[config.mk]
export PLATFORM = sky130hd
export DESIGN_NAME = seg_display_scanner
export DESIGN_NICKNAME = d
export VERILOG_FILES = /design/src/rtl/seg_display_scanner_pkg.sv /design/src/rtl/seg_display_scanner_hex_to_seg.sv /design/src/rtl/seg_display_scanner.sv
export SDC_FILE = /design/constraint.sdc
export NUM_CORES = 1
export LEC_CHECK = 0
export ABC_AREA = 1
export CAP_MARGIN = 10
export CORE_UTILIZATION = 45
export DETAILED_ROUTE_END_ITERATION = 16
export HOLD_SLACK_MARGIN = 0.12
export PLACE_DENSITY = 0.66
export RECOVER_POWER = 25
export SLEW_MARGIN = 10
export SYNTH_ARGS = -nofsm -noshare
export SYNTH_HDL_FRONTEND = slang
export SYNTH_SLANG_ARGS = --single-unit
[constraint.sdc]
create_clock -name clk -period 3.3 [get_ports clk]
set_input_delay 0.33 -clock clk [delete_from_list [all_inputs] [get_ports clk]]
set_output_delay 0.33 -clock clk [all_outputs]
set_load 0.03 [all_outputs]
[src/rtl/seg_display_scanner_pkg.sv]
// Shared definitions for the seven-segment scanner.
//   state_t   : scan FSM encoding (OFF / SHOW / GAP)
//   SEG_BLANK : all segments off (active-low)
//   HEX_SEG   : 16-entry hex-to-segment table, gfedcba, active-low
package seg_display_scanner_pkg;

  typedef enum logic [1:0] {
    ST_OFF,
    ST_SHOW,
    ST_GAP
  } state_t;

  localparam logic [6:0] SEG_BLANK = 7'h7F;

  // Element [n] is the pattern for nibble n (index 15 written first).
  localparam logic [15:0][6:0] HEX_SEG = {
    7'h0E, 7'h06, 7'h21, 7'h46,   // F E d C
    7'h03, 7'h08, 7'h10, 7'h00,   // b A 9 8
    7'h78, 7'h02, 7'h12, 7'h19,   // 7 6 5 4
    7'h30, 7'h24, 7'h79, 7'h40    // 3 2 1 0
  };

endpackage

[src/rtl/seg_display_scanner_hex_to_seg.sv]
// Combinational hex nibble to seven-segment decoder.
//   nibble : 4-bit hex digit
//   seg    : active-low segments, seg[0]=a ... seg[6]=g
module hex_to_seg
  import seg_display_scanner_pkg::*;
(
  input  logic [3:0] nibble,
  output logic [6:0] seg
);

  always_comb begin
    seg = HEX_SEG[nibble];
  end

endmodule

[src/rtl/seg_display_scanner.sv]
// Time-multiplexed driver for an N-digit common-anode seven-segment display.
// Rotates one active-low anode across the digits with optional dead time,
// decodes a frame-stable snapshot of the value, and supports blanking,
// decimal points and leading-zero suppression.
//   clk, reset  : clock, async active-high reset
//   en          : display enable (0 = dark, restart at digit 0)
//   value       : NUM_DIGITS hex nibbles, digit 0 rightmost
//   dp_in       : decimal point request per digit
//   blank_mask  : per-digit force-dark
//   lz_en       : leading-zero suppression enable
//   an          : anodes, active-low
//   seg, dp     : segments / decimal point, active-low
//   frame_tick  : one-cycle pulse on each frame wrap
module seg_display_scanner
  import seg_display_scanner_pkg::*;
#(
  parameter int unsigned NUM_DIGITS  = 4,
  parameter int unsigned PRESCALE    = 50000,
  parameter int unsigned DEAD_CYCLES = 2
) (
  input  logic                    clk,
  input  logic                    reset,
  input  logic                    en,
  input  logic [4*NUM_DIGITS-1:0] value,
  input  logic [NUM_DIGITS-1:0]   dp_in,
  input  logic [NUM_DIGITS-1:0]   blank_mask,
  input  logic                    lz_en,
  output logic [NUM_DIGITS-1:0]   an,
  output logic [6:0]              seg,
  output logic                    dp,
  output logic                    frame_tick
);

  localparam int unsigned IDX_W   = (NUM_DIGITS > 1) ? $clog2(NUM_DIGITS) : 1;
  localparam int unsigned CNT_MAX = (PRESCALE > DEAD_CYCLES) ? PRESCALE : DEAD_CYCLES;
  localparam int unsigned CNT_W   = $clog2(CNT_MAX + 1);

  localparam logic [CNT_W-1:0] SHOW_LAST = CNT_W'(PRESCALE - 1);
  localparam logic [CNT_W-1:0] GAP_LAST  = CNT_W'((DEAD_CYCLES > 0) ? DEAD_CYCLES - 1 : 0);
  localparam logic [IDX_W-1:0] IDX_LAST  = IDX_W'(NUM_DIGITS - 1);

  state_t                  state, state_n;
  logic [IDX_W-1:0]        idx, idx_n;
  logic [CNT_W-1:0]        cnt, cnt_n;
  logic [4*NUM_DIGITS-1:0] snap_value, snap_value_n;
  logic [NUM_DIGITS-1:0]   snap_dp, snap_dp_n;
  logic [NUM_DIGITS-1:0]   snap_blank, snap_blank_n;
  logic                    snap_lz, snap_lz_n;
  logic                    tick_n;
  logic                    advance, load;

  logic [NUM_DIGITS-1:0]   suppressed;
  logic                    leading;
  logic [3:0]              nibble_n;
  logic [6:0]              hex_seg;
  logic [NUM_DIGITS-1:0]   an_n;
  logic [6:0]              seg_n;
  logic                    dp_n;

  // Scan sequencing and snapshot capture.
  always_comb begin
    state_n      = state;
    idx_n        = idx;
    cnt_n        = cnt;
    snap_value_n = snap_value;
    snap_dp_n    = snap_dp;
    snap_blank_n = snap_blank;
    snap_lz_n    = snap_lz;
    tick_n       = 1'b0;
    advance      = 1'b0;
    load         = 1'b0;

    if (!en) begin
      state_n = ST_OFF;
      idx_n   = '0;
      cnt_n   = '0;
    end else begin
      unique case (state)
        ST_OFF: begin
          load    = 1'b1;
          state_n = ST_SHOW;
          idx_n   = '0;
          cnt_n   = '0;
        end
        ST_SHOW: begin
          if (cnt == SHOW_LAST) begin
            cnt_n = '0;
            if (DEAD_CYCLES > 0) state_n = ST_GAP;
            else                 advance = 1'b1;
          end else begin
            cnt_n = cnt + 1'b1;
          end
        end
        ST_GAP: begin
          if (cnt == GAP_LAST) begin
            cnt_n   = '0;
            state_n = ST_SHOW;
            advance = 1'b1;
          end else begin
            cnt_n = cnt + 1'b1;
          end
        end
        default: state_n = ST_OFF;
      endcase

      if (advance) begin
        if (idx == IDX_LAST) begin
          idx_n  = '0;
          load   = 1'b1;
          tick_n = 1'b1;
        end else begin
          idx_n = idx + 1'b1;
        end
      end

      if (load) begin
        snap_value_n = value;
        snap_dp_n    = dp_in;
        snap_blank_n = blank_mask;
        snap_lz_n    = lz_en;
      end
    end
  end

  // Leading-zero mask on the next snapshot, scanning from the top digit;
  // digit 0 is excluded so a zero value still shows one '0'.
  always_comb begin
    suppressed = '0;
    leading    = snap_lz_n;
    for (int unsigned k = NUM_DIGITS - 1; k >= 1; k--) begin
      if (leading && (snap_value_n[4*k +: 4] == 4'h0)) suppressed[k] = 1'b1;
      else                                            leading       = 1'b0;
    end
  end

  always_comb begin
    nibble_n = snap_value_n[{idx_n, 2'b00} +: 4];
  end

  hex_to_seg u_hex_to_seg (
    .nibble (nibble_n),
    .seg    (hex_seg)
  );

  // Outputs are computed from next-state values so they register on the
  // same edge that moves the state/index.
  always_comb begin
    an_n  = '1;
    seg_n = SEG_BLANK;
    dp_n  = 1'b1;
    if ((state_n == ST_SHOW) && !(snap_blank_n[idx_n] || suppressed[idx_n])) begin
      an_n[idx_n] = 1'b0;
      seg_n       = hex_seg;
      dp_n        = ~snap_dp_n[idx_n];
    end
  end

  always_ff @(posedge clk or posedge reset) begin
    if (reset) begin
      state      <= ST_OFF;
      idx        <= '0;
      cnt        <= '0;
      snap_value <= '0;
      snap_dp    <= '0;
      snap_blank <= '0;
      snap_lz    <= 1'b0;
      an         <= '1;
      seg        <= SEG_BLANK;
      dp         <= 1'b1;
      frame_tick <= 1'b0;
    end else begin
      state      <= state_n;
      idx        <= idx_n;
      cnt        <= cnt_n;
      snap_value <= snap_value_n;
      snap_dp    <= snap_dp_n;
      snap_blank <= snap_blank_n;
      snap_lz    <= snap_lz_n;
      an         <= an_n;
      seg        <= seg_n;
      dp         <= dp_n;
      frame_tick <= tick_n;
    end
  end

endmodule

After elaboration in Yosys (flattened, before gate mapping)

Memory sizes are Yosys's and may differ from the RTL's.
Index checks and enable logic that the tools add are counted.

Bits in registers: 58
Memory bits (read-only): 112
Bits of input ports: 28
Word-level logic and storage cells: 85
Memories: 1

Memory list:

| name            | depth | width | read ports | clocked after Yosys merged registers in | wr ports | line                                 | source |
|---|---|---|---|---|---|---|---|
| (no name shown) | 16    | 7     | 1          | 0                                       | 0        | seg_display_scanner_hex_to_seg.sv:12 | `seg = HEX_SEG[nibble];` |

Add/subtract/negate cells: 2
$lt $le $gt $ge: 3
Equality and inequality tests: 7
Shifts and indexed selects: 1
Muxes and demuxes: 47
Bitwise gates (word level): 2
Reduce and logical (&&, ||, !) cells: 11

Operator list:

| kind                    | count |
|---|---|
| $mux W16                | 5 |
| $pmux W16 S3            | 1 |
| $mux W1                 | 22 |
| $mux W4                 | 5 |
| $add A16 B1 Y16 const B | 1 |
| $eq A16 B1 Y1 const B   | 1 |
| $eq A16 B16 Y1 const B  | 1 |
| $shiftx A16 B5 Y4       | 1 |
| $mux W2                 | 7 |
| $mux W7                 | 2 |
| $logic_not A4 Y1        | 3 |
| $bmux W1 S2             | 3 |
| $pmux W2 S3             | 1 |
| $logic_and A1 B1 Y1     | 5 |
| $lt A4 B5 Y1 const B    | 1 |
| $eq A2 B1 Y1 const B    | 2 |
| $eq A2 B2 Y1 const B    | 2 |
| $ne A4 B1 Y1 const B    | 1 |
| $not A4 Y4              | 1 |
| $lt A2 B3 Y1 const B    | 1 |
| $add A2 B1 Y2 const B   | 1 |
| $demux W1 S2            | 1 |
| $ge A2 B1 Y1 const B    | 1 |
| $logic_not A2 Y1        | 1 |
| 3 further kinds         | 3 |

Longest topological paths before layout

Word-level depth: 21
Mapped depth: 20

Modules after synthesis

Synthesis repeated with hierarchy kept, for this count alone.

Cells, all modules: 439
Area total of the unflattened synthesis: 3468.3 um2

Modules (own cells, without submodules):

| module              | instances | cells each | area an instance (um2) | sequential area each (um2) |
|---|---|---|---|---|
| seg_display_scanner | 1         | 390        | 3194.3                 | 1466.4 |
| hex_to_seg          | 1         | 49         | 274.0                  | 0.0 |

Worst setup path before layout

Ideal clock, no wire load.

Kind: reg2reg
Start point: reg cnt[1]
End point: reg seg[3]
Library setup time: 0.087 ns
Arrival time: 2.187 ns
Data required time: 3.213 ns
Setup slack: 1.026 ns
Cell stages (with the launch flop): 18
Path buffers: 1
Cell sequence: dfrtp_1 -> inv_1 -> ha_1 -> nand2_1 -> nor2_4 -> nand4_4 -> nand2_4 -> buf_2 -> nand2_1 -> o21ai_0 -> nor2_1 -> nor2_2 -> inv_1 -> ha_1 -> nand2_1 -> nand2_1 -> nand2_1 -> nand3_1

Cells in the longest elaborated chain, start to end: 21
Elaborated cells between the ends (all ways): 42

RTL lines:

| item                          | line                       | source |
|---|---|---|
| from (decl)                   | seg_display_scanner.sv:44  | `logic [CNT_W-1:0] cnt, cnt_n;` |
| from (signal assigned)        | seg_display_scanner.sv:174 | `cnt <= cnt_n;` |
| $eq A16 B1 Y1                 | seg_display_scanner.sv:95  | `if (cnt == GAP_LAST) begin` |
| $mux W1                       | seg_display_scanner.sv:95  |  |
| $mux W1                       | --                         |  |
| $mux W1                       | seg_display_scanner.sv:73  | `if (!en) begin` |
| $mux W1                       | seg_display_scanner.sv:106 | `if (advance) begin` |
| $mux W1                       | seg_display_scanner.sv:73  |  |
| $mux W16                      | seg_display_scanner.sv:116 | `if (load) begin` |
| $mux W16                      | seg_display_scanner.sv:73  |  |
| (+6 left out)                 | --                         |  |
| $mux W1                       | seg_display_scanner.sv:131 | `if (leading && (snap_value_n[4*k +: 4] == 4'h0)) suppressed[k] = 1'b1;` |
| $bmux W1 S2                   | seg_display_scanner.sv:151 | `if ((state_n == ST_SHOW) && !(snap_blank_n[idx_n] \|\| suppressed[idx_n])) begin` |
| $mux W1 (implied by the code) | seg_display_scanner.sv:151 |  |
| $logic_or A1 B1 Y1            | seg_display_scanner.sv:151 |  |
| $logic_not A1 Y1              | seg_display_scanner.sv:151 |  |
| $logic_and A1 B1 Y1           | seg_display_scanner.sv:151 |  |
| $mux W7 (*)                   | seg_display_scanner.sv:151 |  |
| net seg_n[3]                  | seg_display_scanner.sv:57  | `logic [6:0] seg_n;` |
| to (signal assigned)          | seg_display_scanner.sv:180 | `seg <= seg_n;` |
| to (decl)                     | seg_display_scanner.sv:29  | `output logic [6:0] seg,` |

Mark *: on every way through the listed nets, which the timed path passes. The rest lies on a longest branch. The select of a mux whose other input is x is not followed.
A chain may end at the register's enable or synchronous reset.

Worst setup path after layout

Start point: reg cnt[1]
End point: reg seg[5]

Elaborated cells between the ends (all ways): 42

RTL lines:

| item                                                   | line                       | source |
|---|---|---|
| $eq A16 B1 Y1 (*)                                      | seg_display_scanner.sv:95  |  |
| $mux W1 (*)                                            | seg_display_scanner.sv:95  |  |
| $mux W1 (*)                                            | --                         |  |
| $mux W1 (*)                                            | seg_display_scanner.sv:73  |  |
| $mux W2 (*)                                            | seg_display_scanner.sv:106 |  |
| $mux W2 (*)                                            | seg_display_scanner.sv:73  |  |
| net idx_n[0]                                           | seg_display_scanner.sv:43  | `logic [IDX_W-1:0] idx, idx_n;` |
| branches (longest 5 deep; another with $mem_v2 Z16 W7) | --                         |  |
| $mux W7 (*)                                            | seg_display_scanner.sv:151 |  |
| net seg_n[5]                                           | seg_display_scanner.sv:57  |  |

Mark *: on every way through the listed nets, which the timed path passes. The select of a mux whose other input is x is not followed.

==> impl_metrics.csv <==
group,metric,value,unit
sta,slew_headroom,-26.5,%
layout,fin_nets,562,
worst_setup_path,critPathMaxStageDelay,410,ps
clocking,clockBufferDepth,2,
worst_setup_path,critical_path_required,3570,ps
global_route,grt_usage,22.1,%
layout,layout_commonest_cell,"nand2_1",
detailed_routing,wl_met2,3720,microns
power,total_power,1.81,mW
clocking,path_clk_slew,70,ps
die,die_h,90.9,microns
placement,hpwl,6000,microns
power,seqPwrFrac,43.6,%
status,violations,"design-rule violations, max-capacitance violations, max-slew violations",
detailed_routing,top_layer,"met4",
die,fp-row-count,32,
worst_setup_path,crit_family,"simple AND/OR/NAND/NOR gates",
sta,hold_ws,494,ps
sta,max_freq,371,MHz
synth,synth_top_area_cell,"dfrtp_1",
clocking,htreeDepth,3,
synth,synth_top_area_share,32.4,%
worst_setup_path,endpoint_kind,"register",
global_route,grt_pass1_vias,3137,
worst_setup_path,crit_fanout,8,
worst_setup_path,path_cells,"inv_1 -> ha_1 -> nand3_1 -> nor2_2 -> nand3_1 -> nand2_1 -> nand3_4 -> inv_2 -> nor2_1 -> nand2_1 -> nand3_1 -> nor2_2 -> inv_1 -> ha_1 -> nand2_1 -> nand2_1 -> nand2_1 -> nand3_1",
power,switching_share,28.7,%
power,p_leak,2.03,nW
worst_setup_path,worst-path-buf-inv,3,
sta,clock_skew,15.0,ps
clocking,cts_tree,"done",
flow_run,cap_violations,1,
power,p_comb_share,18.8,%
worst_setup_path,critPathKind,"reg2reg",
power,power.density,424,nW/um^2
detailed_routing,routed_wl,8170,microns
sta,setup_viol,0,
sta,grt_setup_unrepaired,"false",
clocking,cts_resized,0,
worst_hold_path,min-delay-path-class,"reg2reg",
synth,avgSynthCellArea,7.48,sq um
power,internal_power,1.29,mW
detailed_routing,vias_per_cell,4.98,
synth,synth_fp_nets,515,
layout,nFillCells,774,
synth,synth.distinct_cells,42,
synth,ys_ff_latch,58,
global_route,grt_pass1_wl,14400,microns
sta,drv_slew,50,
synth,yosysSeqAreaShare,41.3,%
layout,finish.utilization,55.4,%
detailed_routing,dr.pass1.iters,10,
sta,hold_viol,0,
global_route,grt_overflow,0,
worst_setup_path,startpoint_type,"register",
placement,numPortBuffers,40,
detailed_routing,ant_nets,0,
die,start_util,46.2,%
power,peakVddDrop,0.000211,V
sta,period_share,81.7,%
clocking,cts_buffers,9,
clocking,postCtsSetupBuffers,0,
synth,syn_area,3550,sq um
clocking,insertion_delay,360,ps
detailed_routing,post_drt_wl_per_cell,13.0,microns
die,io_pins,41,
clocking,cts-root-buf,"clkbuf_8",
die,dieArea,8260,sq um
placement,gp_congestion,0.949,
layout,diodes,0,
detailed_routing,m1WireLength,3990,microns
status,outcome,"complete, but fails checks",
layout,layoutNonFillerInstCount,629,
global_route,grt_max_degree,50,
layout,syn2layout_area_growth,19.9,%
layout,drive_above_1_share,13.3,%
synth,ys.warnings.count,0,
worst_setup_path,cp_common_cell,"nand2_1",
global_route,antenna_found_initial,0,
placement,placed_cells,613,
detailed_routing,drtIter0Drc,118,
clocking,hold_buffers,0,
detailed_routing,drc,1,
sta,post-route-min-period,2700,ps
synth,netlist_top_cells_area,"dfrtp_1 32%, nand2_1 16%, dfstp_2 8.9%",
worst_setup_path,slowest_stage,"dfrtp_1",
sta,worst_pin_slew,1900,ps
power,switchingPower,0.518,mW
layout,final_cell_mix,"151 x nand2_1, 60 x inv_1, 54 x nand3_1",
power,pwr-share-clk,37.6,%
die,fp.dieW,90.9,microns
detailed_routing,wl_met3,337,microns
worst_setup_path,worst_ep_arrival_time,2960,ps
synth,syn_inst,475,
detailed_routing,num_vias,3135,
sta,timing.setup.tns,0,ps
clocking,cts.sinks,58,
die,core,7690,sq um
[per-layer routing]
layer | global-route usage, % | up-vias
li1 | - | 1598
met4 | 9.79 | 0
met5 | 0 | -
met1 | 28.9 | 1459
met3 | 3.79 | 12
met2 | 36.0 | 66
[state kept, by name (all words and copies together) (netlist names), 2 cells and up]
register	cells
snap_dp	4
idx	2
snap_blank	4
seg	7
snap_value	16
cnt	16
state	2
an	4
[cell usage after synthesis]
master      n
nand2_1   151
inv_1      60
nand3_1    54
dfrtp_1    46
nor2_1     43
dfstp_2    12
ha_1       12
nor2_2     11
o21ai_0    11
nor2_4      6
o22ai_1     6
inv_2       5
nand4_1     5
a21oi_1     4
buf_2       4
nand2_2     4
xor2_1      4
buf_6       3
clkbuf_1    3
nand3b_1    3
nor3_1      3
o21ai_2     3
nand4_4     2
nor4_1      2
a211o_1     1
a21boi_0    1
a22oi_1     1
a31oi_1     1
buf_4       1
nand2_4     1
nand3_2     1
nand3_4     1
nor2_8      1
nor2b_1     1
nor3_4      1
o21a_1      1
o21ai_1     1
o221ai_1    1
o31ai_1     1
o32ai_1     1
or2_2       1
xnor2_1     1
[cell families after synthesis]
group	synth area share, %
AOI/OAI and AO/OA	5.81
xor gates and xnor gates	1.23
adders and majority gates	4.22
buffers and inverters	8.91
DFF	41.3
and+or+nand+nor	38.6
[power by group through the flow]
stage	registers (mW)	clock network, mW	logic [mW]
2_1_floorplan	0.816	0	0.218
3_3_place_gp	0.798	0	0.338
3_5_place_dp	0.800	0	0.343
4_1_cts	0.787	0.692	0.344
5_1_grt	0.793	0.719	0.388
6_report	0.787	0.680	0.340
[area by class of cell]
| cell class | count | area, sq um | share of cell area (%) |
|---|---|---|---|
| repair buffers | 47 | 453 | 10.6 |
| multi-input cells | 341 | 1770 | 41.6 |
| clock buffers | 13 | 159 | 3.73 |
| inverters | 65 | 244 | 5.73 |
| flip-flops and latches | 58 | 1470 | 34.4 |
| well taps | 102 | 128 | 2.99 |
| clock inverters | 3 | 40.0 | 0.940 |
[worst register-to-register path, delay by kind of cell (launching register included)]
| kind | cells | cell delay [ps] |
|---|---|---|
| AND/OR/NAND/NOR | 13 | 1470 |
| flip-flops | 1 | 410 |
| adder cells (fa/ha/maj) | 2 | 390 |
| buffers and inverters | 3 | 330 |
[metrics by stage]
stage          worst slack [ps]  instance area [sq um]
2_1_floorplan              1030                   3550
6_report                    605                   4260
4_1_cts                     620                   4260
5_1_grt                     346                   4260
3_5_place_dp                402                   4060
3_3_place_gp                501                   4060
[worst paths after layout]
kind                               start            end  slack [ps]  depth (start not counted)
setup / recovery                  cnt[1]         seg[5]         600                         18
setup reg to reg                  cnt[1]         seg[5]         600                         18
min in group asynchronous          reset        cnt[11]        1040                          2
hold / removal             snap_blank[0]  snap_blank[0]         490                          2
hold reg to reg            snap_blank[0]  snap_blank[0]         490                          2
max in group asynchronous          reset  snap_blank[3]        1170                          2
Note: power is estimated with default switching activity, not from simulation.
